<file path="src/rtl/fp32_pkg.sv">
// Shared FP32 types, constants and operand classification for the FPU datapath.
package fp32_pkg;

    typedef struct packed {
        logic       sign;
        logic [7:0] exp;
        logic [22:0] man;
    } fp32_t;

    localparam logic [7:0]  EXP_MAX = 8'hFF;
    localparam logic [31:0] QNAN_C  = 32'h7FC0_0000;

    typedef enum logic [2:0] {NORM, SUBN, ZERO, INF, NAN} fp_class_e;

    function automatic fp_class_e fp_classify(input fp32_t x);
        fp_class_e c;
        if (x.exp == EXP_MAX)
            c = (x.man != '0) ? NAN : INF;
        else if (x.exp == '0)
            c = (x.man != '0) ? SUBN : ZERO;
        else
            c = NORM;
        return c;
    endfunction

endpackage

</file>
<file path="src/rtl/fp32_lzc28.sv">
// Leading-zero counter for the subtractor normalizer; an all-zero input returns W.
module fp32_lzc28 #(
    parameter int unsigned W  = 28,
    parameter int unsigned CW = $clog2(W + 1)
) (
    input  logic [W-1:0]  din,
    output logic [CW-1:0] cnt
);

    always_comb begin
        cnt = CW'(W);
        for (int unsigned i = 0; i < W; i++) begin
            if (din[i]) cnt = CW'(W - 1 - i);
        end
    end

endmodule

</file>
<file path="src/rtl/fp32_sub_pipe.sv">
// Three-stage pipelined FP32 subtractor (o_res = i_a - i_b) with valid/ready handshake.
// Define FP_SUB_FTZ_EN to flush subnormal inputs and results to signed zero.
module fp32_sub_pipe
    import fp32_pkg::*;
#(
    parameter logic [31:0] QNAN  = QNAN_C,
    parameter int unsigned GRS_W = 3
) (
    input  logic        clk,
    input  logic        rst,
    input  logic [31:0] i_a,
    input  logic [31:0] i_b,
    input  logic        i_vld,
    output logic        i_rdy,
    output logic [31:0] o_res,
    output logic        o_res_vld,
    input  logic        o_rdy,
    output logic        overflow,
    output logic        invalid
);

    localparam int unsigned MW = 24 + GRS_W;
    localparam int unsigned SW = MW + 1;
    localparam int unsigned CW = $clog2(SW + 1);

    typedef struct packed {
        logic          spec;
        logic [31:0]   spec_res;
        logic          spec_inv;
        logic          sign;
        logic          eff_sub;
        logic [7:0]    exp;
        logic [MW-1:0] man_l;
        logic [MW-1:0] man_s;
    } s1_t;

    typedef struct packed {
        logic          spec;
        logic [31:0]   spec_res;
        logic          spec_inv;
        logic          sign;
        logic [7:0]    exp;
        logic [SW-1:0] sum;
    } s2_t;

    logic        s1_vld_q, s1_vld_d, s2_vld_q, s2_vld_d, s3_vld_q, s3_vld_d;
    s1_t         s1_q, s1_d, s1_calc;
    s2_t         s2_q, s2_d, s2_calc;
    logic [31:0] res_q, res_d, res_calc;
    logic        ovf_q, ovf_d, ovf_calc;
    logic        inv_q, inv_d;
    logic        s1_adv, s2_adv, s3_adv, in_acc;

    assign s3_adv = s3_vld_q && o_rdy;
    assign s2_adv = s2_vld_q && (!s3_vld_q || s3_adv);
    assign s1_adv = s1_vld_q && (!s2_vld_q || s2_adv);
    assign i_rdy  = !s1_vld_q || s1_adv;
    assign in_acc = i_vld && i_rdy;

    // S1: unpack, swap larger magnitude into L, align S, classify specials
    fp32_t         a, b, l, s;
    fp_class_e     ca, cb;
    logic          a_big;
    logic [7:0]    el, es, ed;
    logic [23:0]   ml, ms;
    logic [MW-1:0] ms_ext, lost_mask;

    always_comb begin
        a = i_a;
        b = i_b;
        b.sign = ~i_b[31];
`ifdef FP_SUB_FTZ_EN
        if (a.exp == '0) a.man = '0;
        if (b.exp == '0) b.man = '0;
`endif
        ca = fp_classify(a);
        cb = fp_classify(b);
        a_big = {a.exp, a.man} >= {b.exp, b.man};
        l = a_big ? a : b;
        s = a_big ? b : a;
        el = (l.exp == '0) ? 8'd1 : l.exp;
        es = (s.exp == '0) ? 8'd1 : s.exp;
        ed = el - es;
        ml = {|l.exp, l.man};
        ms = {|s.exp, s.man};
        ms_ext = {ms, {GRS_W{1'b0}}};
        lost_mask = ~({MW{1'b1}} << ed);

        s1_calc = '0;
        s1_calc.sign = l.sign;
        s1_calc.eff_sub = l.sign ^ s.sign;
        s1_calc.exp = el;
        s1_calc.man_l = {ml, {GRS_W{1'b0}}};
        if (ed >= 8'(MW - 1)) begin
            s1_calc.man_s = {{(MW-1){1'b0}}, |ms};
        end else begin
            s1_calc.man_s = ms_ext >> ed;
            s1_calc.man_s[0] = s1_calc.man_s[0] | (|(ms_ext & lost_mask));
        end

        // b already carries its flipped sign, so inf - inf is invalid when signs now differ
        if (ca == NAN || cb == NAN) begin
            s1_calc.spec = 1'b1; s1_calc.spec_res = QNAN; s1_calc.spec_inv = 1'b1;
        end else if (ca == INF && cb == INF && a.sign != b.sign) begin
            s1_calc.spec = 1'b1; s1_calc.spec_res = QNAN; s1_calc.spec_inv = 1'b1;
        end else if (ca == INF) begin
            s1_calc.spec = 1'b1; s1_calc.spec_res = a;
        end else if (cb == INF) begin
            s1_calc.spec = 1'b1; s1_calc.spec_res = b;
        end else if (ca == ZERO && cb == ZERO) begin
            s1_calc.spec = 1'b1; s1_calc.spec_res = {a.sign & b.sign, 31'b0};
        end

        s1_vld_d = in_acc || (s1_vld_q && !s1_adv);
        s1_d = in_acc ? s1_calc : s1_q;
    end

    // S2: magnitude add or subtract (L >= S, so the difference is never negative)
    always_comb begin
        s2_calc.spec = s1_q.spec;
        s2_calc.spec_res = s1_q.spec_res;
        s2_calc.spec_inv = s1_q.spec_inv;
        s2_calc.sign = s1_q.sign;
        s2_calc.exp = s1_q.exp;
        if (s1_q.eff_sub)
            s2_calc.sum = {1'b0, s1_q.man_l} - {1'b0, s1_q.man_s};
        else
            s2_calc.sum = {1'b0, s1_q.man_l} + {1'b0, s1_q.man_s};

        s2_vld_d = s1_adv || (s2_vld_q && !s2_adv);
        s2_d = s1_adv ? s2_calc : s2_q;
    end

    // S3: normalize, round to nearest even, pack
    logic [CW-1:0] lz;
    logic [9:0]    e, sh, e_f;
    logic [MW-1:0] m;
    logic [23:0]   mant;
    logic          rnd;
    logic [24:0]   mr;
    logic [22:0]   frac;

    fp32_lzc28 #(.W(SW), .CW(CW)) u_lzc (.din(s2_q.sum), .cnt(lz));

    always_comb begin
        e = {2'b0, s2_q.exp};
        sh = '0;
        if (s2_q.sum[SW-1]) begin
            m = {s2_q.sum[SW-1:2], |s2_q.sum[1:0]};
            e = e + 10'd1;
        end else begin
            // left shift is clamped so the exponent bottoms out at 1 (subnormal)
            sh = 10'(lz) - 10'd1;
            if (sh > e - 10'd1) sh = e - 10'd1;
            m = s2_q.sum[MW-1:0] << sh;
            e = e - sh;
        end
        mant = m[MW-1:GRS_W];
        rnd = m[GRS_W-1] & ((|m[GRS_W-2:0]) | m[GRS_W]);
        mr = {1'b0, mant} + {24'b0, rnd};
        if (mr[24]) begin
            e_f = e + 10'd1;
            frac = mr[23:1];
        end else begin
            e_f = mr[23] ? e : '0;
            frac = mr[22:0];
        end

        ovf_calc = 1'b0;
        if (s2_q.spec)
            res_calc = s2_q.spec_res;
        else if (s2_q.sum == '0)
            res_calc = '0;
        else if (e_f >= 10'd255) begin
            res_calc = {s2_q.sign, EXP_MAX, 23'b0};
            ovf_calc = 1'b1;
        end
`ifdef FP_SUB_FTZ_EN
        else if (e_f == '0)
            res_calc = {s2_q.sign, 31'b0};
`endif
        else
            res_calc = {s2_q.sign, e_f[7:0], frac};

        s3_vld_d = s2_adv || (s3_vld_q && !s3_adv);
        res_d = s2_adv ? res_calc : res_q;
        ovf_d = s2_adv ? ovf_calc : ovf_q;
        inv_d = s2_adv ? s2_q.spec_inv : inv_q;
    end

    always_ff @(posedge clk or posedge rst) begin
        if (rst) begin
            s1_vld_q <= 1'b0;
            s2_vld_q <= 1'b0;
            s3_vld_q <= 1'b0;
            s1_q     <= '0;
            s2_q     <= '0;
            res_q    <= '0;
            ovf_q    <= 1'b0;
            inv_q    <= 1'b0;
        end else begin
            s1_vld_q <= s1_vld_d;
            s2_vld_q <= s2_vld_d;
            s3_vld_q <= s3_vld_d;
            s1_q     <= s1_d;
            s2_q     <= s2_d;
            res_q    <= res_d;
            ovf_q    <= ovf_d;
            inv_q    <= inv_d;
        end
    end

    assign o_res     = res_q;
    assign o_res_vld = s3_vld_q;
    assign overflow  = ovf_q;
    assign invalid   = inv_q;

endmodule
</file>
<file path="config.mk">
export PLATFORM = sky130hd
export DESIGN_NAME = fp32_sub_pipe
export DESIGN_NICKNAME = d
export VERILOG_FILES = /design/src/rtl/fp32_pkg.sv /design/src/rtl/fp32_lzc28.sv /design/src/rtl/fp32_sub_pipe.sv
export SDC_FILE = /design/constraint.sdc
export NUM_CORES = 1
export LEC_CHECK = 0
export CORE_ASPECT_RATIO = 1.5
export CORE_UTILIZATION = 50
export DETAILED_ROUTE_END_ITERATION = 6
export GPL_TIMING_DRIVEN = 0
export PLACE_DENSITY = 0.69
export SYNTH_ARGS = -nofsm -noshare
export SYNTH_HDL_FRONTEND = slang
export SYNTH_SLANG_ARGS = --single-unit
</file>
<file path="constraint.sdc">
create_clock -name clk -period 11.5 [get_ports clk]
set_input_delay 2.3 -clock clk [delete_from_list [all_inputs] [get_ports clk]]
set_output_delay 2.3 -clock clk [all_outputs]
set_load 0.1 [all_outputs]
</file>
==> metrics <==
synth unique cells 95; Core Footprint 36800 um2; # Max-Cap Violations 0; Max Clock Freq 90.6 MHz; post-synthesis mux area share 0.0965; Final Setup Violations 0; arrival time worst endpoint 11.44 ns; TritonCTS clock tree built; die height 239 um; number of global-route vias before repair 19300; Core Rows 86; Clock Path Buffers 3; starting density of the core 0.508; Area Overhead vs Synth 12.9%; Final min period 11.03 ns; critical path endpoint category flop; crit path launch i_b[22]; First-pass DRT Iterations 6; pin count of the biggest net entering global routing 124; most common cell in the netlist nand2_1; Post-synth ARST share 1.00; Post-Syn Instances 2312; largest family of logic cells by synthesized area compound AO/OA/AOI/OAI gates; Final Non-Filler Cells 2940; Startpoint Class primary input; status finished, final reports clean; port bufs 103; WL per Instance 25.7 um; critical path's slowest cell clkdlybuf4s50_1; drt via density 6.55; Placed Cells incl. Taps 2901; Tcrit/Tclk final 0.959; Reg area 5080 um2; syn_nets 2493; Setup crit end s1_q[0]; reg2reg start s2_q[27]; Worst-path clk slew 0.06 ns; area occupied by multi-input gates 12500 um2; max_slew headroom 0.0733; vias 19200; GP Congestion 1.08; Pleak 8.87 nW; Final nets 2621; fillers 3385; Synth top area share 0.272; layout cells sized above 1 0.0709; measured slew at the worst slew-check pin 1.38 ns; CP max FO 19; Slew Viols, Final 0; Critical Path Most Common Cell a21oi_1; Hold Crit Class flop to flop; die area 38200 um2; IO Pins 104; clock root buffer clkbuf_16; initial antenna violation count 0; DRC errors left 0; Synth Area in Simple Gates 0.197; #FFs+latches synth 203; CP max stage delay 0.61 ns; Worst-Skew Late Latency 0.52 ns; CTS Buf Count 21; Post-synth EDFFs 0; total congestion overflow 0; Total Routing Usage GR 0.391; Compound-Gate Fraction of Synth Area 0.263; final wirelength 75600 um; Sink Count 203; R2R depth 29; PD cells 339 nW/um2; worst hold slack 0.485 ns; adder-cell share of the synthesized area 0.0768; Setup CP Type primary input to flop; Post-Syn Area per Cell 8.09 um2; ys flop type dfrtp_1; Reg2Reg Setup Slack 0.62 ns; area leader, netlist dfrtp_1; Yosys Warn Count 0; Final ANT Viol Nets 0; RSZ-0062 raised after global routing yes; skew final 0.00850 ns; Worst IR Drop VDD 0.000220 V; xor/xnor cell area share of the yosys netlist 0.0342; Crit Reg-Reg Endpoint o_res[8]; die width 160 um; count of final hold-check violations 0; H-tree depth 1; Detail Placement HPWL 60600 um; Initial DRC Count 1671; post-synthesis sequential area ratio 0.272; most instantiated cells after synthesis nand2_1 (237), dfrtp_1 (203), nor2_1 (177), o21ai_0 (170), a21oi_1 (158); wire length of the first global-routing pass 113000 um; Post-Synthesis Cell Area 18700 um2; Final Util 0.574; Worst Path Required 11.91 ns; Synth area leaders dfrtp_1 (27%), ha_1 (7.4%), mux2i_1 (5.1%)
cell families (layout without fill, tap and decap cells):
family / Yosys count / in the layout
AO/OA/AOI/OAI: 721 / 721
XOR/XNOR: 73 / 73
adder cells (fa/ha/maj): 113 / 113
buffers and inverters: 282 / 425
flip-flops: 203 / 203
multiplexers: 160 / 160
other: 0 / 1
AND/OR/NAND/NOR: 760 / 760
layer usage:
layer	up-vias	wire [um]	track usage
li1	8743	-	-
met1	9300	25300	0.386
met5	-	0	0
met4	0	8250	0.370
met3	330	3700	0.0442
met2	875	38300	0.710
worst min-delay path by stage:
stage / from / to / slack [ns] / cells past startpoint
finish: s1_q[93] / s1_q[93] / 0.48 / 1
global route: o_res[29] / o_res[29] / 0.50 / 1
global placement: s1_q[66] / s1_q[66] / 0.46 / 1
CTS: o_res[29] / o_res[29] / 0.48 / 1
floorplan: s2_q[37] / invalid / 0.43 / 2
detailed placement: s1_q[66] / s1_q[66] / 0.47 / 1
registers in the layout, indices dropped and copies added, names as in the netlist:
name       flops
s1_q          95
s2_q          71
o_res         32
invalid        1
o_res_vld      1
overflow       1
s1_vld_q       1
s2_vld_q       1
layout by cell type, fill, tap and decap left out, types with 28 or more instances in the layout:
cell type / instances
nor2b_1: 31
and2_1: 42
mux2i_1: 96
nand3_1: 72
clkdlybuf4s50_1: 103
a21oi_1: 158
nand2_1: 237
dfrtp_1: 203
xnor2_1: 49
inv_1: 117
o21ai_0: 170
ha_1: 110
o21a_1: 29
clkbuf_1: 125
nor3_1: 40
mux2_2: 52
nor2_1: 176
o211ai_1: 28
and3_1: 30
a211oi_1: 30
cell type report:
type,count,area share
Multi-Input combinational cell,1827,0.593
Clock buffer,29,0.0268
Tap cell,484,0.0287
Sequential cell,203,0.240
Inverter,122,0.0220
Clock inverter,9,0.00640
Antenna cell,1,0.000118
Timing Repair Buffer,106,0.0506
Buffer,159,0.0322
report_power, final:
part	internal [mW]	switching [mW]	leakage [nW]	total, mW
sequential	0.863	0.118	2.62	0.981
combinational	1.66	3.82	5.91	5.48
clock	0.416	0.289	0.343	0.705
total	2.94	4.23	8.87	7.16
worst max-delay path: cells and delay by family:
family          cells  cell delay, ns
compound gates     16            4.24
fa+ha+maj           3            0.97
buf+inv             9            2.46
simple gates        7            1.45
stage by stage:
stage / setup WS (ns) / TNS (ns) / instance area, um2 / power, mW
floorplan: 2.21 / 0 / 18700 / 4.60
global placement: -1.47 / -25.94 / 20300 / 6.24
detailed placement: -1.58 / -29.79 / 20400 / 6.25
CTS: 0.0651 / 0 / 21100 / 6.97
global route: -0.0755 / -0.0755 / 21100 / 7.50
finish: 0.468 / 0 / 21100 / 7.16
repair_timing:
action	in CTS	in global routing
pin swaps	0	0
gates cloned	0	0
gates resized for setup	4	10
hold buffers	0	0
setup buffers	0	0
setup endpoints to repair	26	36
Power figures use the tool's default switching activity.
